## config.mk

```make
export PLATFORM = sky130hd
export DESIGN_NAME = sdu_hex_tx_fmt
export DESIGN_NICKNAME = d
export VERILOG_FILES = /design/src/rtl/sdu_pkg.sv /design/src/rtl/sdu_nib2asc.sv /design/src/rtl/sdu_hex_tx_fmt.sv
export SDC_FILE = /design/constraint.sdc
export NUM_CORES = 1
export LEC_CHECK = 0
export CAP_MARGIN = 10
export CORE_MARGIN = 3
export CORE_UTILIZATION = 45
export DETAILED_ROUTE_END_ITERATION = 8
export DONT_BUFFER_PORTS = 1
export GPL_ROUTABILITY_DRIVEN = 0
export SYNTH_ARGS = -nofsm -noshare
export SYNTH_HDL_FRONTEND = slang
export SYNTH_SLANG_ARGS = --single-unit
```

## constraint.sdc

```tcl
create_clock -name clk -period 2.1 [get_ports clk]
set_input_delay 0.21 -clock clk [delete_from_list [all_inputs] [get_ports clk]]
set_output_delay 0.21 -clock clk [all_outputs]
set_load 0.1 [all_outputs]
```

## src/rtl/sdu_pkg.sv

```systemverilog
// rtl/sdu_pkg.sv - shared states and ASCII constants for the serial debug unit
// SDU_HEX_CRLF_EN selects the CR LF line terminator; a single space is used otherwise.
package sdu_pkg;

  typedef enum logic [1:0] {
    ST_IDLE  = 2'd0,
    ST_DIGIT = 2'd1,
    ST_SEP   = 2'd2
  } sdu_state_e;

  localparam logic [7:0] ASC_0  = 8'h30;
  localparam logic [7:0] ASC_A  = 8'h41;
  localparam logic [7:0] ASC_CR = 8'h0D;
  localparam logic [7:0] ASC_LF = 8'h0A;
  localparam logic [7:0] ASC_SP = 8'h20;

`ifdef SDU_HEX_CRLF_EN
  localparam int NSEP = 2;
`else
  localparam int NSEP = 1;
`endif

endpackage

```

## src/rtl/sdu_nib2asc.sv

```systemverilog
// rtl/sdu_nib2asc.sv - combinational nibble to uppercase ASCII hex digit
module sdu_nib2asc
  import sdu_pkg::*;
(
  input  logic [3:0] nib_i,
  output logic [7:0] asc_o
);

  always_comb begin
    if (nib_i < 4'd10) asc_o = ASC_0 + {4'b0000, nib_i};
    else               asc_o = ASC_A + {4'b0000, nib_i - 4'd10};
  end

endmodule

```

## src/rtl/sdu_hex_tx_fmt.sv

```systemverilog
// rtl/sdu_hex_tx_fmt.sv - prints latched debug words as uppercase hex text to the UART transmitter
// SDU_HEX_CRLF_EN: terminate each word with CR LF instead of a single space.
module sdu_hex_tx_fmt
  import sdu_pkg::*;
#(
  parameter int DW = 32
) (
  input  logic          clk,
  input  logic          rst,
  input  logic [DW-1:0] word,
  input  logic          vld_in,
  output logic          rdy_in,
  output logic [7:0]    d_tx,
  output logic          vld_tx,
  input  logic          rdy_tx,
  output logic          busy
);

  localparam int NDIG = DW / 4;
  localparam int CW   = (NDIG > 1) ? $clog2(NDIG) : 1;
  localparam logic [CW-1:0] LAST_DIG = CW'(NDIG - 1);

  sdu_state_e    state_q, state_d;
  logic [DW-1:0] shreg_q, shreg_d;
  logic [CW-1:0] cnt_q, cnt_d;
  logic [7:0]    dig_asc;
  logic [7:0]    sep_byte;
  logic          accept;
  logic          xfer;

`ifdef SDU_HEX_CRLF_EN
  logic sep_q, sep_d;
  assign sep_byte = sep_q ? ASC_LF : ASC_CR;
`else
  assign sep_byte = ASC_SP;
`endif

  sdu_nib2asc u_nib2asc (
    .nib_i (shreg_q[DW-1 -: 4]),
    .asc_o (dig_asc)
  );

  assign accept = vld_in && rdy_in;
  assign xfer   = vld_tx && rdy_tx;

  always_ff @(posedge clk or posedge rst) begin
    if (rst) begin
      state_q <= ST_IDLE;
      shreg_q <= '0;
      cnt_q   <= '0;
`ifdef SDU_HEX_CRLF_EN
      sep_q   <= 1'b0;
`endif
    end else begin
      state_q <= state_d;
      shreg_q <= shreg_d;
      cnt_q   <= cnt_d;
`ifdef SDU_HEX_CRLF_EN
      sep_q   <= sep_d;
`endif
    end
  end

  always_comb begin
    state_d = state_q;
    shreg_d = shreg_q;
    cnt_d   = cnt_q;
`ifdef SDU_HEX_CRLF_EN
    sep_d   = sep_q;
`endif
    case (state_q)
      ST_IDLE: begin
        if (accept) begin
          shreg_d = word;
          cnt_d   = '0;
          state_d = ST_DIGIT;
        end
      end
      ST_DIGIT: begin
        if (xfer) begin
          shreg_d = shreg_q << 4;
          cnt_d   = cnt_q + 1'b1;
          if (cnt_q == LAST_DIG) state_d = ST_SEP;
        end
      end
      ST_SEP: begin
`ifdef SDU_HEX_CRLF_EN
        // sep_q selects CR then LF; it is cleared on leaving so the next word starts at CR
        if (xfer) begin
          sep_d = ~sep_q;
          if (sep_q) state_d = ST_IDLE;
        end
`else
        if (xfer) state_d = ST_IDLE;
`endif
      end
      default: state_d = ST_IDLE;
    endcase
  end

  // Outputs decode registered state only, so rdy_tx/vld_in never reach them combinationally.
  always_comb begin
    rdy_in = 1'b0;
    vld_tx = 1'b0;
    busy   = 1'b0;
    d_tx   = 8'h00;
    case (state_q)
      ST_IDLE:  rdy_in = 1'b1;
      ST_DIGIT: begin
        vld_tx = 1'b1;
        busy   = 1'b1;
        d_tx   = dig_asc;
      end
      ST_SEP: begin
        vld_tx = 1'b1;
        busy   = 1'b1;
        d_tx   = sep_byte;
      end
      default: ;
    endcase
  end

endmodule

```

* Word-level counts from Yosys, hierarchy flattened
Cells that the tools add are included.
** Word-level totals
- Input bits :: 36
- Output and inout bits :: 11
- Flip-flop bits (word level) :: 37
- Logic and storage cells :: 37
** Cells by class
- Reduce and logical (&&, ||, !) cells :: 7
- Multiplexer cells :: 15
- Equal/unequal tests :: 7
- Order comparisons :: 1
- Add/sub/neg operators :: 4
** Operators by type and width (count)
- 32-bit 2-to-1 mux :: 2
- 32-bit one-hot mux with 2 select lines :: 1
- 8-bit one-hot mux with 2 select lines :: 1
- 7-bit by 4-bit adder with 8-bit output, first input constant :: 1
- 2-bit 2-to-1 mux :: 4
- 8-bit 2-to-1 mux :: 1
- 2-bit inequality test, second input constant :: 4
- 6-bit by 4-bit adder with 7-bit output, first input constant :: 1
- 3-bit 2-to-1 mux :: 2
- 2-bit one-hot mux with 3 select lines :: 1
- 3-bit one-hot mux with 2 select lines :: 1
- 4-bit < comparator, second input constant :: 1
- 4-bit AND reduction :: 1
- 4-bit subtractor, second input constant :: 1
- 3-bit by 1-bit adder with 3-bit output, second input constant :: 1
- 3-bit == test, second input constant :: 1
- 3-bit AND reduction :: 1
- 2-bit by 1-bit == test with 1-bit output, second input constant :: 1
- 2-bit == test, second input constant :: 1
- 1-bit logical AND :: 2
- 2-bit logical NOT :: 1
- 1-bit 2-to-1 mux :: 2
- 2-bit nonzero test :: 1
- 2-bit OR reduction :: 1

* Depth between registers and ports, before layout
- Depth in word-level cells :: 6
- Depth in mapped cells :: 7
- Gate-level depth less buffers :: 5

* By module
Synthesis repeated with hierarchy kept, for this count alone.
** Unflattened totals
- Cell total of the unflattened synthesis :: 174
- Area, all modules :: 2263.4 µm²
** Modules (own cells, without submodules)
- sdu_hex_tx_fmt :: cells each 154, instances 1, sequential area each 925.9 µm², area an instance 2128.3 µm²
- sdu_nib2asc :: cells each 20, instances 1, sequential area each 0.0 µm², area an instance 135.1 µm²

* Worst setup path before layout
No wires, ideal clock.
- Kind :: flip-flop to output port
- Start :: register state_q[0]
- End :: output port d_tx[0]
- Buffers on the path :: 0
- Arrival :: 2960 ps
- Stages on the path, launching flop included :: 5
- Setup slack :: -1070 ps
- Cell sequence :: dfrtp_1 -> inv_1 -> ha_1 -> nand2_1 -> nor2_1
** On the way
- Cells in the longest elaborated chain, start to end :: 2
** RTL lines
- from (decl) :: RTL line sdu_hex_tx_fmt.sv:23 : sdu_state_e state_q, state_d;
- from (signal assigned) :: RTL line sdu_hex_tx_fmt.sv:55 : state_q <= state_d;
- 2-bit == test or 2-bit by 1-bit == test with 1-bit output (tied branches) :: RTL line sdu_hex_tx_fmt.sv:107 : case (state_q)
- 8-bit one-hot mux with 2 select lines * :: RTL line sdu_hex_tx_fmt.sv:107
- to (decl) :: RTL line sdu_hex_tx_fmt.sv:13 : output logic [7:0] d_tx,
Every way passes the cells marked *; elsewhere a longest branch is shown, timed or not.

* Worst setup path in the final report
- Start :: register state_q[1]
- End :: output port d_tx[5]
Same word-level chain as after synthesis.

==> results.md <==
Run status:
- The flow ran to the end, and the final reports show no timing, DRC or antenna violations.

Timing:
- Based on the critical path, the design can be clocked at up to 496 MHz.
- The final-layout worst hold slack is 0.102 ns.
- The hold violation count in the final report came to 0.
- The clock tree skew after final layout is 0.00777 ns.
- The final max-slew violation count is 0.
- The routed design could run at a clock period as short as 2.02 ns.
- The accumulated negative setup slack is 0 ns.
- Setup repair after global routing left no endpoint under its margin.
- The number of setup violations in the final report is 0.
- Of the available clock period, the critical path in the final layout requires 96.0%.
- The setup slack of the critical path after layout is 0.0841 ns.

Setup path:
- Grouping stages by cell kind, the critical path spends the most delay in buffers and inverters.
- The largest single stage delay on the critical path is 0.43 ns.
- The library cell contributing the largest single delay on the critical path is sky130_fd_sc_hd__dfrtp_1.
- The endpoint type of the worst setup path is an output port.
- STA classifies the critical path startpoint as a flop.
- The worst setup path is of the flop to output port kind.
- For the worst setup path, the data arrival time is 1.81 ns.
- The required arrival time at the worst endpoint is 1.89 ns.
- The signal on the critical path passes through inv_1 > ha_2 > buf_6 > a21oi_1 > nor2b_2 > buf_12.
- Along the worst path, the maximum fanout reaches 11.
- The number of buffers and inverters on the critical path is 3.

Floorplan:
- In this run the vertical extent of the chip is 75.9 µm.
- The initial utilization of the core area, before any placement, comes to 48.4%.
- The placeable core region is 4530 µm².
- The site row count is 24.
- The die footprint is 5750 µm².
- The horizontal die dimension is 75.9 µm.
- 47 I/O pins were placed.

Yosys:
- After synthesis, the largest family of logic cells by area is multiplexers.
- The share of the yosys chip area belonging to registers is 42.2%.
- In this run the mean area of a mapped cell was 12.0 µm².
- When the netlist entered floorplanning its net count stood at 228.
- The flip-flop cell with the highest count after synthesis is sky130_fd_sc_hd__dfrtp_1.
- Of the total synthesized cell area, the portion taken by XOR and XNOR cells is 1.20%.
- The warning count from the yosys run is 0.
- In this run the cell area of the synthesized design comes to 2200 µm².
- The adder-cell share of the synthesized area is 5.13%.
- The post-synthesis compound-gate area fraction is 8.49%.
- The multiplexer area fraction after synthesis is 30.9%.
- The synthesized instance count is 183.
- The number of distinct library cells after synthesis is 34.
- Counting flops with a built-in enable in the synthesized netlist gives 0.
- The proportion of register bits with asynchronous set or reset after synthesis is 100%.
- Summing the areas of all and, or, nand and nor instances in the mapped netlist gives 6.95% of the synthesized area.
- The total of flip-flops plus latches after synthesis is 37.

Route:
- The pre-antenna-repair detailed-routing pass consisted of 4 iterations.
- The number of vias per cell after detailed routing is 5.40.
- The first routing iteration left 73 violations.
- For this block, the routed nets add up to 4.56 mm of wire.
- In the routed design, unresolved DRC markers number 0.
- The routed wirelength normalized by instance count is 17.5 µm.
- The routed layout has 1409 vias.
- The detail route stage leaves a number of antenna-violating nets equal to 0.

Finish:
- The most common library cell in the layout ignoring fill and taps is sky130_fd_sc_hd__mux2_2.
- The count of fill cells added during filler insertion is 370.
- The utilization after layout is 58.3%.
- The post-layout instance count excluding filler cells is 261.
- The multi-input combinational cells in the finished layout cover a total of 1230 µm².
- 0 antenna diodes ended up in the layout.
- The library cells used most frequently in the layout, excluding fill and tap cells, are sky130_fd_sc_hd__mux2_2, sky130_fd_sc_hd__dfrtp_1, sky130_fd_sc_hd__inv_1, sky130_fd_sc_hd__mux2_4, sky130_fd_sc_hd__buf_12.
- The register cell area after layout is 926 µm².
- The number of nets in the layout is 240.
- The area overhead of the layout relative to synthesis is 20.5%.
- The share of layout cells above drive strength 1 is 43.9%.

GRT:
- The final global-route overflow total is 0.
- The overall routing resource usage is 17.5%.
- The initial antenna violation count is 0.
- The pin count of the biggest net entering global routing is 38.
- The via count of the first global-routing pass is 1541.
- The first global-routing pass estimated 7.53 mm of wire.

Clock tree:
- The clock tree root driver cell is sky130_fd_sc_hd__clkbuf_8.
- The insertion delay of the later-clocked pin in the worst-skew pair is 0.29 ns.
- TritonCTS built the clock tree.
- After clock tree synthesis, the clock-pin slew on the worst setup and hold paths is 0.08 ns.
- The maximum root-to-sink buffer count is 2.
- The number of buffers added by the clock tree synthesis step is 5.
- The number of clock sinks is 37.
- In this run the number of H-tree levels came out at 2.

Power:
- The clock group share of total power is 13.8%.
- For this design the static power due to leakage is 1.15 nW.
- The worst-case IR drop observed on VDD is 0.858 mV.
- The cell-internal power is 3.06 mW.
- In this run the power density over the cells is 2000 nW/µm².
- The analysis attributes to net switching a power of 2.22 mW.
- Of the total power, the share spent switching nets is 42.0%.
- Per report_power, the combinational group accounts for 61.4% of the total.
- The sequential group share of total power is 24.8%.

Placed design:
- The placed wire-length estimate is 3.39 mm.
- The number of port buffers is 0.
- The worst slack after detailed placement is 0.121 ns.
- The number of placed instances, taps included, is 252.

Min path:
- The type of the most critical hold path is primary input to flop.

Run:
- The number of maximum-capacitance violations is 0.
-- synthesized netlist by cell type, drive strengths merged (5+ instances only) --
master | count | share of area, %
o2bb2ai | 5 | 2.0
nor2 | 9 | 1.5
ha | 9 | 5.1
mux2i | 6 | 2.7
a31oi | 6 | 1.7
o21ai | 5 | 1.1
mux2 | 52 | 28
buf | 9 | 3.1
inv | 9 | 1.5
nand2 | 5 | 0.85
nor2b | 8 | 2.4
nand2b | 5 | 1.4
dfrtp | 37 | 42
-- flip-flops by register name, indices dropped and copies added, names as in the netlist --
signal   cells
cnt_q        3
shreg_q     32
state_q      2
-- stage by stage --
step                      instance area (µm²)  total power [mW]
after floorplan                          2250              3.84
after global placement                   2490              4.43
final                                    2650              5.28
after CTS                                2640              5.32
after global routing                     2650              5.60
after detailed placement                 2490              4.56
-- worst register-to-register path: stages, from the launching register on --
cell and delay, ns:
sky130_fd_sc_hd__dfrtp_1 0.42, sky130_fd_sc_hd__inv_1 0.14, sky130_fd_sc_hd__ha_4 0.22, sky130_fd_sc_hd__nor2b_1 0.19
sky130_fd_sc_hd__nor3_4 0.23, sky130_fd_sc_hd__buf_12 0.23, sky130_fd_sc_hd__mux2_2 0.37
-- power groups by stage --
stage	clock network [mW]	registers, mW	logic (mW)
after floorplan	0	1.23	2.60
after global placement	0	1.29	3.13
after detailed placement	0	1.32	3.24
after CTS	0.741	1.31	3.27
after global routing	0.770	1.36	3.47
final	0.727	1.31	3.24
-- final cells by class --
type                    count  share of cell area, %
repair buffers             16                   9.03
inverters                   9                   1.28
flip-flops and latches     37                   35.0
clock inverters             3                   2.46
multi-input cells         126                   46.5
well taps                  65                   3.07
clock buffers               5                   2.60
-- worst paths after layout --
check,start,to,slack (ns),cells after the start
max reg2reg,state_q[1],shreg_q[23],0.18,6
min in group asynchronous,rst,shreg_q[25],0.47,3
min,word[3],shreg_q[3],0.10,2
max,state_q[1],d_tx[5],0.08,6
max in group asynchronous,rst,shreg_q[20],1.29,3
min reg2reg,shreg_q[11],shreg_q[11],0.49,1
-- kinds of logic (layout without fill, tap and decap cells) --
| family | Yosys count | count (layout) |
|---|---|---|
| flops | 37 | 37 |
| buf+inv | 20 | 33 |
| simple gates | 29 | 29 |
| mux | 58 | 58 |
| xor+xnor | 3 | 3 |
| other cells | 1 | 1 |
| compound gates | 26 | 26 |
| fa+ha+maj | 9 | 9 |
-- timing repair --
item / 4_1_cts / 5_1_grt
hold endpoints to repair: 37 / 0
hold buffers: 1 / 0
buffers inserted: 0 / 0
gates resized for setup: 2 / 1
endpoints found under the setup margin: 5 / 7
-- layer usage --
| layer | global-route usage (%) | routed length, µm | vias to the layer above |
|---|---|---|---|
| met5 | 0 | 0 | - |
| met3 | 5.15 | 227 | 5 |
| met1 | 21.8 | 1900 | 700 |
| met2 | 29.5 | 2380 | 34 |
| met4 | 5.24 | 46 | 0 |
| li1 | - | - | 670 |
(Power assumes the default switching activity.)
